==> src/rtl/dacw_pkg.sv <==
// Shared types and timing defaults for the DAC0832 write sequencer.
// Phase counter width is derived from the longest phase so the down-counter never wraps.
package dacw_pkg;

  typedef enum logic [2:0] {
    IDLE,
    SETUP,
    WR1_LOW,
    HOLD1,
    XFER_LOW,
    HOLD2
  } state_t;

  localparam int DEF_SETUP_CYC = 2;
  localparam int DEF_WR_CYC    = 40;
  localparam int DEF_HOLD_CYC  = 2;

  function automatic int max3(input int a, input int b, input int c);
    int m;
    m = (a > b) ? a : b;
    return (m > c) ? m : c;
  endfunction

  // Smallest width that can hold max_val (never less than one bit).
  function automatic int cnt_width(input int max_val);
    int w;
    w = 1;
    while ((1 << w) <= max_val) w++;
    return w;
  endfunction

  localparam int DEF_CNT_W = cnt_width(max3(DEF_SETUP_CYC, DEF_WR_CYC, DEF_HOLD_CYC));

endpackage

==> src/rtl/dacw_phase_timer.sv <==
// Loadable down-counter timing one write-sequence phase; zero flag marks the last cycle of a phase.
// Load wins over decrement; the count parks at zero rather than wrapping.
module dacw_phase_timer
  import dacw_pkg::*;
#(
  parameter int W = DEF_CNT_W
) (
  input  logic         clk,
  input  logic         rst,
  input  logic         load,
  input  logic [W-1:0] load_val,
  output logic         zero
);

  logic [W-1:0] cnt;

  always_ff @(posedge clk or posedge rst) begin
    if (rst) begin
      cnt <= '0;
    end else if (load) begin
      cnt <= load_val;
    end else if (cnt != '0) begin
      cnt <= cnt - 1'b1;
    end
  end

  assign zero = (cnt == '0);

endmodule

==> src/rtl/dac0832_writer.sv <==
// DAC0832 write sequencer: latches one sample per handshake and strobes it in; DACW_DOUBLE_BUF_EN adds the XFER phase.
// Busy for SETUP+WR+HOLD cycles (+WR+HOLD double-buffered); sample_ready low while busy, upstream must hold its sample.
module dac0832_writer
  import dacw_pkg::*;
#(
  parameter int SETUP_CYC = DEF_SETUP_CYC,
  parameter int WR_CYC    = DEF_WR_CYC,
  parameter int HOLD_CYC  = DEF_HOLD_CYC
) (
  input  logic       clk,
  input  logic       rst,
  input  logic       sample_valid,
  input  logic [7:0] sample_data,
  output logic       sample_ready,
  output logic       write_done,
  output logic [7:0] dac_data,
  output logic       DAC_ILE,
  output logic       DAC_CS,
  output logic       DAC_WR1,
  output logic       DAC_WR2,
  output logic       DAC_XFER
);

  localparam int CNT_W = cnt_width(max3(SETUP_CYC, WR_CYC, HOLD_CYC));
  localparam logic [CNT_W-1:0] SETUP_LD = CNT_W'(SETUP_CYC - 1);
  localparam logic [CNT_W-1:0] WR_LD    = CNT_W'(WR_CYC - 1);
  localparam logic [CNT_W-1:0] HOLD_LD  = CNT_W'(HOLD_CYC - 1);

  state_t           state, state_nxt;
  logic [7:0]       data_nxt;
  logic             cs_nxt, wr1_nxt, wr2_nxt, xfer_nxt;
  logic             ready_nxt, done_nxt;
  logic             tmr_load, tmr_zero;
  logic [CNT_W-1:0] tmr_val;

  dacw_phase_timer #(.W(CNT_W)) u_timer (
    .clk      (clk),
    .rst      (rst),
    .load     (tmr_load),
    .load_val (tmr_val),
    .zero     (tmr_zero)
  );

  always_comb begin
    state_nxt = state;
    data_nxt  = dac_data;
    cs_nxt    = DAC_CS;
    wr1_nxt   = DAC_WR1;
`ifdef DACW_DOUBLE_BUF_EN
    wr2_nxt   = DAC_WR2;
    xfer_nxt  = DAC_XFER;
`else
    // Flow-through DAC register: WR2/XFER parked low once out of reset.
    wr2_nxt   = 1'b0;
    xfer_nxt  = 1'b0;
`endif
    ready_nxt = sample_ready;
    done_nxt  = 1'b0;
    tmr_load  = 1'b0;
    tmr_val   = SETUP_LD;

    case (state)
      IDLE: begin
        if (sample_valid && sample_ready) begin
          data_nxt  = sample_data;
          cs_nxt    = 1'b0;
          ready_nxt = 1'b0;
          tmr_load  = 1'b1;
          tmr_val   = SETUP_LD;
          state_nxt = SETUP;
        end
      end
      SETUP: begin
        if (tmr_zero) begin
          wr1_nxt   = 1'b0;
          tmr_load  = 1'b1;
          tmr_val   = WR_LD;
          state_nxt = WR1_LOW;
        end
      end
      WR1_LOW: begin
        if (tmr_zero) begin
          wr1_nxt   = 1'b1;
          tmr_load  = 1'b1;
          tmr_val   = HOLD_LD;
          state_nxt = HOLD1;
        end
      end
      HOLD1: begin
        if (tmr_zero) begin
          cs_nxt = 1'b1;
`ifdef DACW_DOUBLE_BUF_EN
          wr2_nxt   = 1'b0;
          xfer_nxt  = 1'b0;
          tmr_load  = 1'b1;
          tmr_val   = WR_LD;
          state_nxt = XFER_LOW;
`else
          done_nxt  = 1'b1;
          ready_nxt = 1'b1;
          state_nxt = IDLE;
`endif
        end
      end
`ifdef DACW_DOUBLE_BUF_EN
      XFER_LOW: begin
        if (tmr_zero) begin
          wr2_nxt   = 1'b1;
          xfer_nxt  = 1'b1;
          tmr_load  = 1'b1;
          tmr_val   = HOLD_LD;
          state_nxt = HOLD2;
        end
      end
      HOLD2: begin
        if (tmr_zero) begin
          done_nxt  = 1'b1;
          ready_nxt = 1'b1;
          state_nxt = IDLE;
        end
      end
`endif
      default: state_nxt = IDLE;
    endcase
  end

  always_ff @(posedge clk or posedge rst) begin
    if (rst) begin
      state        <= IDLE;
      dac_data     <= 8'h00;
      DAC_ILE      <= 1'b1;
      DAC_CS       <= 1'b1;
      DAC_WR1      <= 1'b1;
      DAC_WR2      <= 1'b1;
      DAC_XFER     <= 1'b1;
      sample_ready <= 1'b1;
      write_done   <= 1'b0;
    end else begin
      state        <= state_nxt;
      dac_data     <= data_nxt;
      DAC_ILE      <= 1'b1;
      DAC_CS       <= cs_nxt;
      DAC_WR1      <= wr1_nxt;
      DAC_WR2      <= wr2_nxt;
      DAC_XFER     <= xfer_nxt;
      sample_ready <= ready_nxt;
      write_done   <= done_nxt;
    end
  end

endmodule

==> config.mk <==
export PLATFORM = sky130hd
export DESIGN_NAME = dac0832_writer
export DESIGN_NICKNAME = d
export VERILOG_FILES = /design/src/rtl/dacw_pkg.sv /design/src/rtl/dacw_phase_timer.sv /design/src/rtl/dac0832_writer.sv
export SDC_FILE = /design/constraint.sdc
export NUM_CORES = 1
export LEC_CHECK = 0
export CAP_MARGIN = 20
export CORE_MARGIN = 10
export CORE_UTILIZATION = 47
export DETAILED_ROUTE_END_ITERATION = 10
export PLACE_DENSITY_LB_ADDON = 0.05
export SLEW_MARGIN = 20
export SYNTH_ARGS = -nofsm -noshare
export SYNTH_HDL_FRONTEND = slang
export SYNTH_SLANG_ARGS = --single-unit
==> constraint.sdc <==
create_clock -name clk -period 2 [get_ports clk]
set_clock_uncertainty 0.1 [all_clocks]
set_input_delay 0.5 -clock clk [delete_from_list [all_inputs] [get_ports clk]]
set_output_delay 0.5 -clock clk [all_outputs]
set_load 0.1 [all_outputs]
======== Yosys cells after proc, flatten, opt, wreduce, memory -nomap -nowiden ========
Index checks and enable logic that the tools add are counted.
operators by class
  add/sub/neg operators ................... 1
  equality and inequality tests ........... 7
  muxes and demuxes ....................... 18
  reductions and logical operators ........ 12
operators with widths
  kind                                               number
  2-to-1 mux 6 bit                                   4
  2-to-1 mux 3 bit                                   4
  one-hot mux 3 bit (4 select lines)                 1
  inequality test 2 bit (second input constant)      4
  == test 3 x 2 -> 1 bit (second input constant)     2
  zero test 6 bit                                    1
  2-to-1 mux 1 bit                                   6
  one-hot mux 1 bit (2 select lines)                 3
  AND reduction 3 bit                                2
  nonzero test 2 bit                                 3
  nonzero test 6 bit                                 1
  subtractor 6 x 1 -> 6 bit (second input constant)  1
  AND reduction 4 bit                                1
  == test 3 x 1 -> 1 bit (second input constant)     1
  zero test 3 bit                                    1
  AND reduction 2 bit                                1
  OR reduction 2 bit                                 1
  logical AND 1 bit                                  1
word-level totals
  bits in registers ....................... 21
  input bits .............................. 11
  output and inout bits ................... 15
  logic and storage cells ................. 45

======== Depth between registers and ports, before layout ========
  word-level depth ........................ 4
  mapped depth ............................ 6
  depth with buffers taken out ............ 6

======== Hierarchy ========
Synthesis repeated with hierarchy kept, for this count alone.
second synthesis, totals
  cell total of the unflattened synthesis .. 93
  area, all modules ....................... 1053.5 um^2
by module, submodules not included
  module            instances  cells each  area each (um^2)  seq. area each (um^2)
  dac0832_writer    1          53          671.9             354.1
  dacw_phase_timer  1          40          381.6             150.1

======== Worst setup path before layout ========
Ideal clock, no wire load.
  path type ............................... reg-to-output
  start point ............................. register, netlist name DAC_CS
  end point ............................... output sample_ready
  arrival time ............................ 1.251 ns
  required time ........................... 1.400 ns
  path slack .............................. 0.149 ns
  cell stages (with the launch flop) ...... 2
  path buffers ............................ 1
  cell sequence ........................... dfstp_2 -> buf_4
RTL lines
  element           RTL line              RTL
  end: declaration  dac0832_writer.sv:14  output logic sample_ready,

==> reports/results.txt <==
Status - completed
P&R area growth vs syn - 44.0%
TritonCTS Buffers - 3
Hold WC Path Type - primary input to asynchronous set/reset pin
Layout net count - 128
Buffers on Ports - 24
Tot GR Track Use - 10.4%
Post-Place Cells - 133
Die Ht - 66.4 um
Largest delay share family, worst path - flip-flops
Antenna-violating nets left - 0
Synth Net Count - 103
Max Slew Vio Count - 0
Fmax achieved - 579 MHz
Mapped Cells - 86
Arrival @ worst endpoint - 1130 ps
Layout cells sized above 1 - 28.2%
Post-cts sizing count - 0
Worst Path Max Fanout - 5
DRT Pass-1 Iters - 4
Maxcap violations - 0
Vias per cell - 4.99
Crit-path slowest cell - dfstp_2
WP buf/inv - 1
Seq cells post-synth - 20
Hold Buf Count CTS - 0
Flop2flop setup slack - 310 ps
Synth Cell Area - 0.00101 mm^2
GPL Wtd Cong - 0.753
Routed wire length - 2.05 mm
Top cells by area, synth - dfrtp_1, mux2_1, dfstp_2
Setup total negative slack - 0 ps
Post-DP Area - 0.00142 mm^2
Remaining DRCs - 0
CP Launch Type - register
Syn. warnings - 0
Worst EP required - 1400 ps
DP HPWL - 1.72 mm
Final Non-Filler Cells - 137
Worst setup path class - register to primary output
Grt ovf - 0
Vias in the first global route - 786
Post-route minimum period - 1730 ps
Fill cells - 144
Synth area leader - dfrtp_1
Clock root buffer - clkbuf_4
Die ar. - 0.00441 mm^2
Cell Chain, Critical Path - buf_12
RSZ-0062 raised after global routing - no
Routed length per instance - 14.9 um
FP Rows - 16
Initial antenna violation count - 0
H-tree depth - 1
CP peak stage delay - 640 ps
Global-route wire length before repair - 3.51 mm
Endpoints failing setup - 0
Clock-pin slew on the worst setup and hold paths - 110 ps
Final period utilization - 86.3%
Initial Util - 50.6%
Hold Slack - 387 ps
Seq/Total Area, Yosys - 49.8%
Post-Layout Inst Area - 0.00146 mm^2
Top cell type's share of synthesized area - 42.0%
Final count of hold timing violations - 0
Core area - 0.00200 mm^2
Synth cell types - 31
Syn Area/Cell - 11.8 um^2
Setup Buffers After CTS - 0
Longest Clk Path Bufs - 2
TritonCTS clock tree - built
Drt initial violations - 19
Worst-skew pair later-pin latency - 290 ps
Via count - 683
Ant diodes - 0
Num Clock Sinks - 20
Die W - 66.4 um
Crit. End Element - primary output
# IOs - 26
Pin count of the biggest net entering global routing - 12
==> routing by layer <==
metal  vias up  part of all wire, %  GRT usage (%)
met1       327                   39           9.71
li1        329                    -              -
met4         0                  1.2           3.66
met3         4                   10           6.27
met5         -                    0              0
met2        23                   49           18.3
==> area by class of cell <==
| class | instances | area, um^2 | area share (%) |
|---|---|---|---|
| flip-flops and latches | 20 | 504 | 34.6 |
| multi-input cells | 54 | 442 | 30.3 |
| repair buffers | 26 | 420 | 28.8 |
| clock buffers | 4 | 36.3 | 2.49 |
| well taps | 27 | 33.8 | 2.32 |
| inverters | 6 | 22.5 | 1.54 |
==> sequential cells by signal (all words and copies together) (netlist names) <==
| register | count |
|---|---|
| write_done | 1 |
| u_timer.cnt | 6 |
| DAC_WR1 | 1 |
| dac_data | 8 |
| DAC_CS | 1 |
| state | 2 |
| DAC_XFER | 1 |
==> synth_stat cells <==
| cell type | number |
|---|---|
| a21oi_2 | 1 |
| a22o_1 | 1 |
| a2bb2oi_4 | 1 |
| and2_2 | 1 |
| and3_1 | 1 |
| buf_4 | 4 |
| buf_6 | 1 |
| clkbuf_1 | 1 |
| conb_1 | 2 |
| dfrtp_1 | 17 |
| dfstp_2 | 3 |
| ha_1 | 6 |
| inv_1 | 6 |
| mux2_1 | 8 |
| mux2i_1 | 3 |
| nand2_1 | 5 |
| nand2b_1 | 1 |
| nand3_1 | 2 |
| nand3_2 | 1 |
| nor2_1 | 4 |
| nor2_2 | 2 |
| nor3_1 | 1 |
| nor3_2 | 1 |
| o211a_1 | 1 |
| o21ai_0 | 2 |
| o21ai_1 | 2 |
| o21ai_2 | 1 |
| o21bai_1 | 1 |
| o22ai_1 | 2 |
| xnor2_1 | 2 |
| xor2_1 | 2 |
==> path summary, 6_finish.rpt <==
kind / depth (start not counted) / from / to
min: 2 / rst / dac_data[7]
max reg2reg: 6 / state[0] / u_timer.cnt[1]
max: 1 / DAC_CS / sample_ready
max in group asynchronous: 3 / rst / DAC_WR1
min reg2reg: 1 / dac_data[0] / dac_data[0]
min in group clk: 1 / dac_data[0] / dac_data[0]
==> cells by family (layout without fill, tap and decap cells) <==
| logic type | after synthesis | count (layout) | synth area share [%] |
|---|---|---|---|
| DFF | 20 | 20 | 49.8 |
| and+or+nand+nor | 19 | 19 | 10.0 |
| AOI/OAI and AO/OA | 12 | 12 | 10.1 |
| buffers and inverters | 12 | 36 | 6.67 |
| muxes | 11 | 11 | 11.9 |
| adders and majority gates | 6 | 6 | 7.41 |
| xor gates and xnor gates | 4 | 4 | 3.46 |
| other | 2 | 2 | 0.741 |
==> cell usage in the layout, fill, tap and decap left out, types with 3 or more instances in the layout <==
cell and count:
ha_1 6, mux2_1 8, mux2i_1 3, dfrtp_1 17, nand2_1 5, nor2_1 4
clkdlybuf4s50_1 10, dfstp_2 3, buf_12 16, inv_1 6, clkbuf_4 3
==> metrics by stage <==
stage	setup slack [ps]	utilization, %
after floorplan	149	-
after global placement	135	71.1
after detailed placement	110	71.1
after CTS	267	72.9
after global routing	184	72.9
final	273	72.9
Power is left out: the tool's default activity adds up to more than one toggle a clock period on the data nets, which glitch-free logic cannot reach.
